File: src/rtl/adder_xbit_multicycle_ctrl.sv
// Multi-cycle wide adder: one shared CHUNK_WIDTH adder, LSB chunk first; ADDER_CTRL_SUB_EN adds i_sub (a-b).
// Latency: o_valid rises NUM_CHUNKS cycles after the accepting edge; issue interval NUM_CHUNKS+2.
// Backpressure: result held in DONE until i_ready; o_ready is a pure state decode (IDLE only).

module adder_xbit_serial #(
    parameter int WIDTH = 8
) (
    input  logic [WIDTH-1:0] a,
    input  logic [WIDTH-1:0] b,
    input  logic             cin,
    output logic [WIDTH-1:0] sum,
    output logic             cout
);
    assign {cout, sum} = {1'b0, a} + {1'b0, b} + {{WIDTH{1'b0}}, cin};
endmodule

module adder_xbit_multicycle_ctrl #(
    parameter int DATA_WIDTH  = 32,
    parameter int CHUNK_WIDTH = 8
) (
    input  logic                  i_clk,
    input  logic                  i_rst_n,
    input  logic                  i_valid,
    output logic                  o_ready,
    input  logic [DATA_WIDTH-1:0] i_num_a,
    input  logic [DATA_WIDTH-1:0] i_num_b,
    input  logic                  i_cry,
`ifdef ADDER_CTRL_SUB_EN
    input  logic                  i_sub,
`endif
    output logic                  o_valid,
    input  logic                  i_ready,
    output logic [DATA_WIDTH-1:0] o_res,
    output logic                  o_cry,
    output logic                  o_busy
);
    localparam int NUM_CHUNKS = DATA_WIDTH / CHUNK_WIDTH;
    localparam int CNT_W      = (NUM_CHUNKS > 1) ? $clog2(NUM_CHUNKS) : 1;
    localparam logic [CNT_W-1:0] LAST_CHUNK = CNT_W'(NUM_CHUNKS - 1);

    if ((DATA_WIDTH % CHUNK_WIDTH) != 0 || NUM_CHUNKS < 1) begin : g_bad_cfg
        $error("adder_xbit_multicycle_ctrl: DATA_WIDTH must be a nonzero multiple of CHUNK_WIDTH");
    end

    typedef enum logic [1:0] {
        IDLE = 2'd0,
        CALC = 2'd1,
        DONE = 2'd2
    } state_t;

    state_t                 state;
    state_t                 state_nxt;
    logic                   accept;
    logic                   calc_step;
    logic [DATA_WIDTH-1:0]  a_reg;
    logic [DATA_WIDTH-1:0]  b_reg;
    logic [DATA_WIDTH-1:0]  res_reg;
    logic [DATA_WIDTH-1:0]  res_shift;
    logic [DATA_WIDTH-1:0]  b_load;
    logic                   carry_reg;
    logic                   carry_load;
    logic [CNT_W-1:0]       cnt;
    logic [CHUNK_WIDTH-1:0] sum_chunk;
    logic                   sum_cry;

    always_ff @(posedge i_clk or negedge i_rst_n) begin
        if (!i_rst_n) begin
            state <= IDLE;
        end else begin
            state <= state_nxt;
        end
    end

    always_comb begin
        state_nxt = state;
        o_ready   = 1'b0;
        o_valid   = 1'b0;
        o_busy    = 1'b1;
        accept    = 1'b0;
        calc_step = 1'b0;
        case (state)
            IDLE: begin
                o_ready = 1'b1;
                o_busy  = 1'b0;
                if (i_valid) begin
                    accept    = 1'b1;
                    state_nxt = CALC;
                end
            end
            CALC: begin
                calc_step = 1'b1;
                if (cnt == LAST_CHUNK) begin
                    state_nxt = DONE;
                end
            end
            DONE: begin
                o_valid = 1'b1;
                if (i_ready) begin
                    state_nxt = IDLE;
                end
            end
            default: begin
                state_nxt = IDLE;
            end
        endcase
    end

    // Subtract is a + ~b + 1: invert b at capture and force the initial carry.
`ifdef ADDER_CTRL_SUB_EN
    assign b_load     = i_sub ? ~i_num_b : i_num_b;
    assign carry_load = i_sub | i_cry;
`else
    assign b_load     = i_num_b;
    assign carry_load = i_cry;
`endif

    adder_xbit_serial #(
        .WIDTH (CHUNK_WIDTH)
    ) u_chunk_adder (
        .a    (a_reg[CHUNK_WIDTH-1:0]),
        .b    (b_reg[CHUNK_WIDTH-1:0]),
        .cin  (carry_reg),
        .sum  (sum_chunk),
        .cout (sum_cry)
    );

    // Sum chunks enter at the MSB end so the LSB chunk lands at bit 0 after the last step.
    if (NUM_CHUNKS == 1) begin : g_single_chunk
        assign res_shift = sum_chunk;
    end else begin : g_multi_chunk
        assign res_shift = {sum_chunk, res_reg[DATA_WIDTH-1:CHUNK_WIDTH]};
    end

    always_ff @(posedge i_clk or negedge i_rst_n) begin
        if (!i_rst_n) begin
            a_reg     <= '0;
            b_reg     <= '0;
            res_reg   <= '0;
            carry_reg <= 1'b0;
            cnt       <= '0;
        end else if (accept) begin
            a_reg     <= i_num_a;
            b_reg     <= b_load;
            carry_reg <= carry_load;
            cnt       <= '0;
        end else if (calc_step) begin
            a_reg     <= a_reg >> CHUNK_WIDTH;
            b_reg     <= b_reg >> CHUNK_WIDTH;
            res_reg   <= res_shift;
            carry_reg <= sum_cry;
            cnt       <= cnt + 1'b1;
        end
    end

    assign o_res = res_reg;
    assign o_cry = carry_reg;

endmodule

File: config.mk
export PLATFORM = sky130hd
export DESIGN_NAME = adder_xbit_multicycle_ctrl
export DESIGN_NICKNAME = d
export VERILOG_FILES = /design/src/rtl/adder_xbit_multicycle_ctrl.sv
export SDC_FILE = /design/constraint.sdc
export NUM_CORES = 1
export LEC_CHECK = 0
export ABC_CLOCK_PERIOD_IN_PS = 2500
export BUFFER_PORTS_ARGS = -buffer_cell sky130_fd_sc_hd__buf_2
export CORE_MARGIN = 5
export CORE_UTILIZATION = 25
export DETAILED_ROUTE_END_ITERATION = 8
export GPL_ROUTABILITY_DRIVEN = 0
export PLACE_DENSITY = 0.41
export SLEW_MARGIN = 10
export SYNTH_ARGS = -nofsm -noshare
export SYNTH_HDL_FRONTEND = slang
export SYNTH_SLANG_ARGS = --single-unit
File: constraint.sdc
create_clock -name i_clk -period 2.5 [get_ports i_clk]
set_input_delay 0.125 -clock i_clk [delete_from_list [all_inputs] [get_ports i_clk]]
set_output_delay 0.125 -clock i_clk [all_outputs]
set_load 0.005 [all_outputs]
==> flow_metrics.env <==
export IMPL_status="finished, final reports clean"
export IMPL_wl_per_cell_um=13.6
export IMPL_area_growth_synth_to_final_pct=35.8
export IMPL_syn_cell_area_um2=4390
export IMPL_n_fill_cell=1830
export IMPL_synth_most_common_cell="nand2_1"
export IMPL_worst_pin_slew_ns=0.430
export IMPL_io_buffers=104
export IMPL_drive_above_1_share_pct=21.7
export IMPL_wl_um=11500
export IMPL_antenna_cells=0
export IMPL_r2r_end="o_cry$_DFFE_PN0P_"
export IMPL_coreArea_um2=17300
export IMPL_post_synth_cell_area_avg_um2=9.31
export IMPL_cts_tree="done"
export IMPL_slew_headroom_pct=71.3
export IMPL_async_flop_share_pct=100
export IMPL_synth_edff_count=0
export IMPL_ys_flop_type="dfrtp_1"
export IMPL_skew_ns=0.00899
export IMPL_grt_max_degree=57
export IMPL_grt_pass1_wl_um=18700
export IMPL_ys_types=31
export IMPL_cp_end_kind="flip-flop"
export IMPL_firstDrtPassIters=4
export IMPL_cts_buffers_inserted=9
export IMPL_dr_total_vias=3672
export IMPL_synth_fp_nets=551
export IMPL_p_leak_uw=0.00303
export IMPL_netlist_instances=472
export IMPL_max_freq_ghz=0.427
export IMPL_yosys_warnings=0
export IMPL_start_kind="flip-flop"
export IMPL_crit_slowest_cell="fa_1"
export IMPL_rsz0062_at_grt="false"
export IMPL_min_period_ns=2.34
export IMPL_initial_core_util_pct=25.4
export IMPL_hold_viol_final=0
export IMPL_powerDensity_nw_per_um2=1260
export IMPL_crit_arrival_ns=2.57
export IMPL_holdWs_ns=0.0105
export IMPL_worstHoldStart="i_num_b[4]"
export IMPL_vias_per_cell=4.34
export IMPL_crit_path_max_incr_delay_ns=0.48
export IMPL_reg2reg_from="o_cry$_DFFE_PN0P_"
export IMPL_setup_violations_final=0
export IMPL_synth_seq_area_share_pct=57.5
export IMPL_insertion_delay_ns=0.36
export IMPL_netlist_area_leader_share_pct=57.5
export IMPL_worstRegToRegCells=8
export IMPL_synth_area_leader_cell="dfrtp_1"
export IMPL_root_buffer="clkbuf_16"
export IMPL_die_w_um=143
export IMPL_cts_sinks=101
export IMPL_crit_chain="fa_1 -> inv_1 -> fa_1 -> nor2b_4 -> o31a_1 -> o21a_1 -> o21a_1 -> o41a_1"
export IMPL_synthTopCellsByArea="dfrtp_1 58%, nand2_1 18%, a22oi_1 8.2%, o21ai_0 3.3%, ha_1 2.3%"
export IMPL_rows=48
export IMPL_cts_resized=0
export IMPL_path_max_fanout=3
export IMPL_gr_total_overflow=0
export IMPL_tns_ns=0
export IMPL_critPathBufInv=1
export IMPL_nNetsFinal=695
export IMPL_final_max_slew_viol_count=0
export IMPL_yosys_top_cells_count="212 x nand2_1, 101 x dfrtp_1, 48 x a22oi_1"
export IMPL_ant_nets=0
export IMPL_min_path_cells=3
export IMPL_die_y_um=143
export IMPL_hold_class="in2reg"
export IMPL_p_total_uw=7520
export IMPL_drt_iter0_markers=144
export IMPL_grt_total_usage_pct=11.6
export IMPL_path_class="reg2reg"
export IMPL_hold_end="b_reg[4]$_DFFE_PN0P_"
export IMPL_cap_violations=0
export IMPL_ir_worst_vdd_mv=0.646
export IMPL_crit_required_ns=2.73
export IMPL_hpwl_um=7910
export IMPL_ys_ff_latch=101
export IMPL_grt_pass1_vias=3615
export IMPL_ff2ff_setup_slack_ns=0.16
export IMPL_drc=0
export IMPL_clockBufferDepth=2
export IMPL_crit_family="compound AO/OA/AOI/OAI gates"
export IMPL_die_area_um2=20300
export IMPL_cts_setup_buffers=0
export IMPL_clk_pin_slew_worst_paths_ns=0.07
export IMPL_htreeDepth=3
export IMPL_antenna_found_initial=0
export IMPL_final_period_utilization_pct=93.7
export IMPL_ios=105
[layout by cell type (no fill, tap or decap), drive strengths merged]
| cell type | n |
|---|---|
| buf | 114 |
| a211oi | 4 |
| nand2 | 212 |
| bufinv | 1 |
| xor2 | 3 |
| fa | 2 |
| o41a | 1 |
| a22o | 1 |
| nor3 | 4 |
| clkinvlp | 1 |
| o21a | 3 |
| o31a | 1 |
| o21bai | 2 |
| a22oi | 48 |
| inv | 10 |
| ha | 8 |
| clkinv | 1 |
| nand4 | 1 |
| o21ai | 29 |
| dlygate4sd3 | 49 |
| a21oi | 2 |
| a21o | 2 |
| nand3 | 1 |
| and2 | 1 |
| clkbuf | 10 |
| dfrtp | 101 |
| nand2b | 1 |
| o31ai | 1 |
| nor2 | 4 |
| nor2b | 3 |
[area by class of cell]
class	count	area (µm²)	share of cell area, %
sequential	101	2530	42.4
tap	225	282	4.72
multi-input combinational	334	1700	28.5
timing repair buffer	163	1110	18.7
clock inverter	6	77.6	1.30
inverter	7	26.3	0.440
clock buffer	10	239	4.01
[layer usage]
layer	vias up	GRT usage, %	share of wire, %
met2	108	17.5	46
met1	1690	16.0	47
met3	9	4.27	6.8
li1	1865	-	-
met5	-	0	0
met4	0	2.10	0.60
[worst min-delay path, cell delays in order]
cell and delay, ns:
buf_2 0.09, a22oi_1 0.07, nand2_1 0.05
[metrics by stage]
stage                     instance area (µm²)  std cells  setup WS [ns]  utilization, %
final                                    5970        846          0.158            34.5
after global routing                     5970        846         0.0615            34.5
after CTS                                5960        845          0.144            34.4
after detailed placement                 5160        781          0.162            29.8
after global placement                   5160        781          0.205            29.8
after floorplan                          4390        472          0.282               -
[power breakdown]
part / switching [µW] / internal, µW
Clock: 656 / 823
Sequential: 474 / 2400
Combinational: 1900 / 1270
[kinds of logic (layout without fill, tap and decap cells)]
logic type,after synthesis,count (layout),share of synthesized area [%]
DFF,101,101,57.5
AOI/OAI and AO/OA,94,94,14.4
buffers and inverters,37,186,4.04
xor gates and xnor gates,3,3,0.598
adders and majority gates,10,10,3.19
and+or+nand+nor,227,227,20.2
[worst max-delay path by stage]
stage                                  from                 to  slack, ns  cells past startpoint
after floorplan           o_cry$_DFFE_PN0P_  o_cry$_DFFE_PN0P_       0.28                      8
after global placement    o_cry$_DFFE_PN0P_  o_cry$_DFFE_PN0P_       0.20                      8
after detailed placement  o_cry$_DFFE_PN0P_  o_cry$_DFFE_PN0P_       0.16                      8
after CTS                 o_cry$_DFFE_PN0P_  o_cry$_DFFE_PN0P_       0.14                      8
after global routing      o_cry$_DFFE_PN0P_  o_cry$_DFFE_PN0P_       0.06                      8
final                     o_cry$_DFFE_PN0P_  o_cry$_DFFE_PN0P_       0.16                      8
[repair_timing]
item | CTS | global route
hold endpoints to repair | 86 | 1
hold buffers | 48 | 1
endpoints found under the setup margin | 0 | 0
Power figures use the tool's default switching activity.
